**src/rtl/data_mem_access_ctrl.sv**
```systemverilog
// Load/store sequencer in front of a byte-wide data RAM. A byte, halfword or
// word request is split into one SETUP/STROBE pair per byte (big-endian,
// most significant byte at the lowest address). Load bytes are assembled,
// sign/zero-extended and returned with a one-cycle response pulse.
// Misaligned, illegal-size and out-of-range requests are rejected without
// touching memory.
//
// Handshake: a request transfers on a rising edge where req_valid and
// req_ready are both high; req_ready is high only in IDLE, so req_valid in
// any other state is simply ignored (not queued). resp_valid is a one-cycle
// pulse with no backpressure; resp_error/resp_rdata are meaningful only
// while resp_valid is high.
module data_mem_access_ctrl #(
  parameter int MEM_BYTES = 256
) (
  input  logic        clk,
  input  logic        reset,
  input  logic        req_valid,
  output logic        req_ready,
  input  logic        req_write,
  input  logic [1:0]  req_size,
  input  logic        req_signed,
  input  logic [31:0] req_addr,
  input  logic [31:0] req_wdata,
  output logic        resp_valid,
  output logic        resp_error,
  output logic [31:0] resp_rdata,
  output logic        mem_enable,
  output logic        mem_rw,
  output logic [31:0] mem_addr,
  output logic [31:0] mem_wdata,
  input  logic [31:0] mem_rdata,
  output logic [1:0]  dbg_state
);

  localparam logic [1:0] ST_IDLE   = 2'd0;
  localparam logic [1:0] ST_SETUP  = 2'd1;
  localparam logic [1:0] ST_STROBE = 2'd2;
  localparam logic [1:0] ST_RESP   = 2'd3;

  logic [1:0]  state_q;
  logic        wr_q;
  logic [1:0]  size_q;
  logic        signed_q;
  logic [31:0] addr_q;
  logic [31:0] wdata_q;
  logic [1:0]  cnt_q;
  logic [23:0] asm_q;

  logic [1:0]  req_last;
  logic [32:0] req_end;
  logic        req_err;
  logic [1:0]  last_q;
  logic [1:0]  next_cnt;
  logic [31:0] assembled;
  logic        rdata_unused;

  // Only the low byte of the RAM read bus carries data.
  assign rdata_unused = ^mem_rdata[31:8];
  assign dbg_state    = state_q;

  // Selects byte k of a right-justified value, k = 0 being bits [7:0].
  function automatic logic [7:0] pick_byte(input logic [31:0] w, input logic [1:0] k);
    logic [7:0] b;
    case (k)
      2'd0:    b = w[7:0];
      2'd1:    b = w[15:8];
      2'd2:    b = w[23:16];
      default: b = w[31:24];
    endcase
    return b;
  endfunction

  // Extends a right-justified load value according to its size and signedness.
  function automatic logic [31:0] extend(input logic [31:0] v, input logic [1:0] sz, input logic sg);
    logic [31:0] r;
    case (sz)
      2'b00:   r = {{24{sg & v[7]}}, v[7:0]};
      2'b01:   r = {{16{sg & v[15]}}, v[15:0]};
      default: r = v;
    endcase
    return r;
  endfunction

  // Request decode: index of the last byte and the rejection conditions.
  // The end address is formed in 33 bits so a request near 2^32 cannot wrap.
  always_comb begin
    req_last = 2'd0;
    case (req_size)
      2'b01:   req_last = 2'd1;
      2'b10:   req_last = 2'd3;
      default: req_last = 2'd0;
    endcase
    req_end = {1'b0, req_addr} + {31'b0, req_last};
    req_err = (req_size == 2'b11)
            | ((req_size == 2'b01) & req_addr[0])
            | ((req_size == 2'b10) & (|req_addr[1:0]))
            | (req_end >= 33'(MEM_BYTES));
  end

  // Per-transfer helpers: last byte index of the latched request, next byte
  // index, and the load value with the byte currently on the RAM bus shifted in.
  always_comb begin
    last_q = 2'd0;
    case (size_q)
      2'b01:   last_q = 2'd1;
      2'b10:   last_q = 2'd3;
      default: last_q = 2'd0;
    endcase
    next_cnt  = cnt_q + 2'd1;
    assembled = {asm_q, mem_rdata[7:0]};
  end

  // Sequencer FSM with registered RAM and response outputs. Byte i of an
  // N-byte store is byte (N-1-i) counted from the LSB of the store data.
  always_ff @(posedge clk or posedge reset) begin
    if (reset) begin
      state_q    <= ST_IDLE;
      req_ready  <= 1'b1;
      resp_valid <= 1'b0;
      resp_error <= 1'b0;
      resp_rdata <= 32'h0;
      mem_enable <= 1'b0;
      mem_rw     <= 1'b0;
      mem_addr   <= 32'h0;
      mem_wdata  <= 32'h0;
      wr_q       <= 1'b0;
      size_q     <= 2'b00;
      signed_q   <= 1'b0;
      addr_q     <= 32'h0;
      wdata_q    <= 32'h0;
      cnt_q      <= 2'd0;
      asm_q      <= 24'h0;
    end else begin
      case (state_q)
        ST_IDLE: begin
          if (req_valid && req_ready) begin
            wr_q      <= req_write;
            size_q    <= req_size;
            signed_q  <= req_signed;
            addr_q    <= req_addr;
            wdata_q   <= req_wdata;
            cnt_q     <= 2'd0;
            asm_q     <= 24'h0;
            req_ready <= 1'b0;
            if (req_err) begin
              state_q    <= ST_RESP;
              resp_valid <= 1'b1;
              resp_error <= 1'b1;
              resp_rdata <= 32'h0;
            end else begin
              state_q   <= ST_SETUP;
              mem_addr  <= req_addr;
              mem_rw    <= req_write;
              mem_wdata <= {24'h0, pick_byte(req_wdata, req_last)};
            end
          end
        end
        ST_SETUP: begin
          mem_enable <= 1'b1;
          state_q    <= ST_STROBE;
        end
        ST_STROBE: begin
          mem_enable <= 1'b0;
          if (!wr_q) begin
            asm_q <= assembled[23:0];
          end
          if (cnt_q == last_q) begin
            state_q    <= ST_RESP;
            resp_valid <= 1'b1;
            resp_error <= 1'b0;
            resp_rdata <= wr_q ? 32'h0 : extend(assembled, size_q, signed_q);
          end else begin
            cnt_q     <= next_cnt;
            mem_addr  <= addr_q + {30'h0, next_cnt};
            mem_wdata <= {24'h0, pick_byte(wdata_q, last_q - next_cnt)};
            state_q   <= ST_SETUP;
          end
        end
        ST_RESP: begin
          resp_valid <= 1'b0;
          resp_error <= 1'b0;
          resp_rdata <= 32'h0;
          req_ready  <= 1'b1;
          state_q    <= ST_IDLE;
        end
        default: begin
          mem_enable <= 1'b0;
          req_ready  <= 1'b1;
          state_q    <= ST_IDLE;
        end
      endcase
    end
  end

endmodule
```
**config.mk**
```make
export PLATFORM = sky130hd
export DESIGN_NAME = data_mem_access_ctrl
export DESIGN_NICKNAME = d
export VERILOG_FILES = /design/src/rtl/data_mem_access_ctrl.sv
export SDC_FILE = /design/constraint.sdc
export NUM_CORES = 1
export LEC_CHECK = 0
export BUFFER_PORTS_ARGS = -buffer_cell sky130_fd_sc_hd__buf_2
export CAP_MARGIN = 20
export CORE_UTILIZATION = 30
export CTS_BUF_LIST = sky130_fd_sc_hd__clkbuf_16
export DETAILED_ROUTE_END_ITERATION = 6
export GPL_ROUTABILITY_DRIVEN = 0
export SYNTH_ARGS = -nofsm -noshare
export SYNTH_HDL_FRONTEND = slang
export SYNTH_SLANG_ARGS = --single-unit
```
**constraint.sdc**
```tcl
create_clock -name clk -period 8.25 [get_ports clk]
set_input_delay 0.825 -clock clk [delete_from_list [all_inputs] [get_ports clk]]
set_output_delay 0.825 -clock clk [all_outputs]
set_load 0.05 [all_outputs]
```
==> impl_table.tex <==
\begin{tabular}{lr}
\hline
Metric & Value \\
\hline
\multicolumn{2}{l}{\textbf{Timing}} \\
\quad Tightest slew margin relative to the limit & 28.70\% \\
\quad Final Critical Period & 5090 ps \\
\quad Final setup vio count & 0 \\
\quad Final Max Tran Viols & 0 \\
\quad Unrepaired setup endpoints after global routing & false \\
\quad Crit share post-route & 61.70\% \\
\quad Setup WS post-layout & 3160 ps \\
\quad Max Clock Freq & 196.5 MHz \\
\quad Tightest Pin Transition & 1066 ps \\
\quad Number of hold violations in the final report & 0 \\
\quad Total negative setup slack & 0 ps \\
\quad Clock skew after layout & 10.13 ps \\
\multicolumn{2}{l}{\textbf{Power and ir drop}} \\
\quad Int Power & 2.490 mW \\
\quad Part of the total power dissipated in combinational logic & 50.5\% \\
\quad Part of the total power dissipated in sequential elements & 31.9\% \\
\quad Total net switching power & 2.075 mW \\
\quad Peak ir drop on the vdd network & 0.0001962 V \\
\quad Pwr/cell area & 415.2 nW/µm² \\
\quad Clock network power share & 17.6\% \\
\quad Switching part of the total power & 45.46\% \\
\quad Leak Pwr & 4.958 nW \\
\multicolumn{2}{l}{\textbf{Yosys}} \\
\quad Summed instance area of the synthesized netlist & 9405 µm² \\
\quad Mux share of post-synthesis cell area & 19.28\% \\
\quad Mapped Cells & 907 \\
\quad Post-synthesis adder-cell area fraction & 2.687\% \\
\quad Count of flip-flops with a built-in enable after synthesis & 0 \\
\quad Number of register bits inferred by synthesis & 173 \\
\quad Distinct cell type count after synthesis & 63 \\
\quad Main flop type after synthesis & sky130\_fd\_sc\_hd\_\_dfrtp\_1 \\
\quad Post-synthesis compound-gate area fraction & 9.166\% \\
\quad Avg Synthesized Cell Area & 10.37 µm² \\
\quad Largest family of logic cells by synthesized area & multiplexers \\
\quad Basic-gate share of the synthesized area counting and, or, nand and nor cells & 13.22\% \\
\quad Synth Warn \# & 0 \\
\quad Share of the yosys chip area belonging to registers & 46.04\% \\
\quad Fraction of synthesized cell area in xor and xnor cells & 3.539\% \\
\quad Proportion of synthesized flip-flops having asynchronous set or reset & 100.0\% \\
\multicolumn{2}{l}{\textbf{Place}} \\
\quad Worst slack at placement & 2611 ps \\
\quad Final HPWL DP & 16600 µm \\
\quad Buffers added on ports & 157 \\
\multicolumn{2}{l}{\textbf{Floorplan}} \\
\quad Count of standard-cell rows & 64 \\
\quad Top-level port count & 206 \\
\quad Die height & 179.1 µm \\
\quad Full die area & 32060 µm² \\
\quad Die width & 179.1 µm \\
\quad Placeable core region & 30750 µm² \\
\quad Starting utilization of the core area & 30.59\% \\
\multicolumn{2}{l}{\textbf{Critical path}} \\
\quad Largest stage delay, worst path & 750 ps \\
\quad Cell-by-cell listing of the critical path & buf\_2 -> inv\_1 -> ha\_1 -> fa\_1 -> nand4\_1 -> or4\_1 -> a2111oi\_0 -> o22ai\_1 -> nor4\_1 -> nand4\_1 -> and3\_2 -> mux2\_4 \\
\quad Worst r2r src & size\_q[1] \\
\quad CP Capture Type & register \\
\quad Launch point of the critical path & req\_size[0] \\
\quad Worst-path maximum fanout & 34 \\
\quad Category of the critical setup timing path & in2reg \\
\quad Critical-path top delay cell & sky130\_fd\_sc\_hd\_\_ha\_1 \\
\quad Startpoint type of the worst setup path & primary input \\
\quad Arrival time at the worst endpoint & 5420 ps \\
\quad Required time reported for the critical path endpoint & 8580 ps \\
\quad Most used cell, CP & sky130\_fd\_sc\_hd\_\_nand4\_1 \\
\multicolumn{2}{l}{\textbf{Global route}} \\
\quad GRT Total Usage & 15.30\% \\
\quad Via count of the first global-routing pass & 6858 \\
\quad Met2 Resource Use GR & 24.13\% \\
\quad Met3 global-route usage & 3.117\% \\
\quad GR Util met1 & 20.62\% \\
\quad Largest net degree at the start of global routing & 76 \\
\quad First-pass GRT wire length & 37580 µm \\
\quad Gr ovfl total & 0 \\
\quad Antenna violations before repair & 2 \\
\quad GR peak layer & met2 \\
\multicolumn{2}{l}{\textbf{Clock network}} \\
\quad Clock slew at the register clock pins of the worst setup and hold paths & 70 ps \\
\quad Post-CTS resize count & 0 \\
\quad Clock tree from TritonCTS & yes \\
\quad Clock latency on the worst-skew pair & 440 ps \\
\quad Post-CTS Hold Buffers & 0 \\
\quad Root buffer cell & sky130\_fd\_sc\_hd\_\_clkbuf\_16 \\
\quad Number of clock sinks & 173 \\
\quad CTS Buffer Depth & 2 \\
\quad CTS Buf Count & 17 \\
\quad H-tree Lvls & 4 \\
\quad Post-CTS setup buffers & 0 \\
\multicolumn{2}{l}{\textbf{Job}} \\
\quad Max-cap violation count & 0 \\
\multicolumn{2}{l}{\textbf{Drt}} \\
\quad Count of antenna-violating nets left after detailed routing & 0 \\
\quad DRT Pass-1 Iters & 6 \\
\quad Final wirelength & 23190 µm \\
\quad Vias after detailed routing & 6945 \\
\quad Drc violations & 44 \\
\quad First DRT Iteration DRCs & 346 \\
\quad Avg WL per Cell & 16.01 µm \\
\quad Avg Vias per Cell & 4.793 \\
\multicolumn{2}{l}{\textbf{Layout}} \\
\quad Post-layout util & 35.75\% \\
\quad Area added between synthesis and finish & 16.88\% \\
\quad Filler cell count & 3136 \\
\quad Leading cell types in the layout, fill and taps excluded & 172 x sky130\_fd\_sc\_hd\_\_dfrtp\_1, 157 x sky130\_fd\_sc\_hd\_\_buf\_2, 102 x sky130\_fd\_sc\_hd\_\_nand2\_1 \\
\quad Multi-input gate area & 4622 µm² \\
\quad Share of cells above drive strength 1 & 29.52\% \\
\quad Final Net Count & 1159 \\
\quad Most common library cell in the layout ignoring fill and taps & sky130\_fd\_sc\_hd\_\_dfrtp\_1 \\
\quad Seq. cell area & 4330 µm² \\
\multicolumn{2}{l}{\textbf{Run status}} \\
\quad Status & finished, violations left \\
\quad Failing checks & DRC \\
\multicolumn{2}{l}{\textbf{Min path}} \\
\quad Class of the worst hold path & in2async \\
\hline
\end{tabular}
-- critical path: cells and delay by family --
kind	cells	cell delay [ps]
AOI/OAI and AO/OA	2	500
adders and majority gates	2	1090
buffers and inverters	2	210
muxes	1	430
and+or+nand+nor	5	2310
-- area by class of cell --
class / instances / area share (%)
clock buffer: 17 / 3.870
sequential: 173 / 39.39
tap: 396 / 4.507
inverter: 29 / 1.036
timing repair buffer: 165 / 7.694
clock inverter: 15 / 1.389
multi-input combinational: 651 / 42.04
antenna: 3 / 0.06829
-- sequential cells by signal, indices dropped and copies added, names as in the netlist --
register / flops
addr_q: 32
asm_q: 24
cnt_q: 2
dbg_state: 2
mem_addr: 32
mem_enable: 1
mem_rw: 1
mem_wdata: 8
req_ready: 1
resp_error: 1
resp_rdata: 32
resp_valid: 1
signed_q: 1
size_q: 2
wdata_q: 32
wr_q: 1
-- synthesized netlist by cell type, types with 2 or more instances --
cell | n | area, µm²
sky130_fd_sc_hd__a21boi_0 | 2 | 15.01
sky130_fd_sc_hd__a21o_1 | 3 | 22.52
sky130_fd_sc_hd__a21oi_1 | 68 | 340.3
sky130_fd_sc_hd__a22oi_1 | 10 | 75.07
sky130_fd_sc_hd__and3_1 | 8 | 50.05
sky130_fd_sc_hd__and4_1 | 5 | 43.79
sky130_fd_sc_hd__buf_1 | 7 | 26.28
sky130_fd_sc_hd__buf_12 | 2 | 40.04
sky130_fd_sc_hd__buf_2 | 6 | 30.03
sky130_fd_sc_hd__buf_4 | 24 | 180.2
sky130_fd_sc_hd__buf_6 | 2 | 22.52
sky130_fd_sc_hd__clkbuf_1 | 31 | 116.4
sky130_fd_sc_hd__clkbuf_2 | 2 | 10.01
sky130_fd_sc_hd__dfrtp_1 | 172 | 4304
sky130_fd_sc_hd__dlygate4sd1_1 | 2 | 17.52
sky130_fd_sc_hd__fa_1 | 2 | 40.04
sky130_fd_sc_hd__ha_1 | 17 | 212.7
sky130_fd_sc_hd__inv_1 | 29 | 108.9
sky130_fd_sc_hd__mux2_1 | 39 | 439.2
sky130_fd_sc_hd__mux2_2 | 70 | 788.3
sky130_fd_sc_hd__mux2_4 | 21 | 315.3
sky130_fd_sc_hd__mux2i_1 | 9 | 90.09
sky130_fd_sc_hd__mux4_2 | 8 | 180.2
sky130_fd_sc_hd__nand2_1 | 102 | 382.9
sky130_fd_sc_hd__nand2b_1 | 4 | 25.02
sky130_fd_sc_hd__nand3_1 | 26 | 130.1
sky130_fd_sc_hd__nand4_1 | 10 | 62.56
sky130_fd_sc_hd__nor2_1 | 82 | 307.8
sky130_fd_sc_hd__nor3_1 | 10 | 50.05
sky130_fd_sc_hd__nor3b_1 | 2 | 15.01
sky130_fd_sc_hd__nor4_1 | 7 | 43.79
sky130_fd_sc_hd__o21a_1 | 2 | 15.01
sky130_fd_sc_hd__o21ai_0 | 50 | 250.2
sky130_fd_sc_hd__o31ai_1 | 2 | 15.01
sky130_fd_sc_hd__o32ai_1 | 2 | 17.52
sky130_fd_sc_hd__or3_1 | 2 | 12.51
sky130_fd_sc_hd__or4_1 | 4 | 30.03
sky130_fd_sc_hd__or4_4 | 2 | 22.52
sky130_fd_sc_hd__xnor2_1 | 17 | 148.9
sky130_fd_sc_hd__xor2_1 | 21 | 183.9
-- power by group through the flow --
| stage | clock network (mW) | registers (mW) | logic [mW] |
|---|---|---|---|
| after CTS | 0.830 | 1.46 | 2.35 |
| after global placement | 0 | 1.45 | 2.30 |
| after floorplan | 0 | 1.96 | 1.35 |
| final | 0.804 | 1.45 | 2.31 |
| after detailed placement | 0 | 1.47 | 2.34 |
| after global routing | 0.863 | 1.51 | 2.52 |
-- cell families after synthesis --
logic type | after synthesis
AND/OR/NAND/NOR | 272
flip-flops | 173
AO/OA/AOI/OAI | 151
multiplexers | 147
buffers and inverters | 106
XOR/XNOR | 38
adder cells (fa/ha/maj) | 19
other | 1
-- path summary, 6_finish.rpt --
| kind | cells past startpoint | slack [ps] | to |
|---|---|---|---|
| worst max register to register | 7 | 5020 | resp_rdata[31] |
| min in group clk | 1 | 490 | mem_addr[7] |
| max in group asynchronous | 4 | 5840 | wdata_q[22] |
| worst max-delay path | 12 | 3160 | resp_rdata[7] |
| worst min-delay path | 2 | 430 | resp_rdata[0] |
| worst min register to register | 1 | 490 | mem_addr[7] |
-- layer usage --
metal	vias to the layer above	wire length [µm]
met2	161	10920
met5	-	17
met4	2	401
met3	26	1119
met1	3373	10740
li1	3383	-
-- per-stage QoR --
stage	instance area, µm²	hold slack [ps]	instances	power [mW]
floorplan	9492	450.2	930	3.314
global placement	10400	467.0	1413	3.758
detailed placement	10400	471.8	1413	3.809
CTS	10980	453.8	1445	4.633
global route	10990	482.4	1447	4.893
finish	10990	428.4	1449	4.565
No activity file was read; power rests on OpenSTA's default activity.
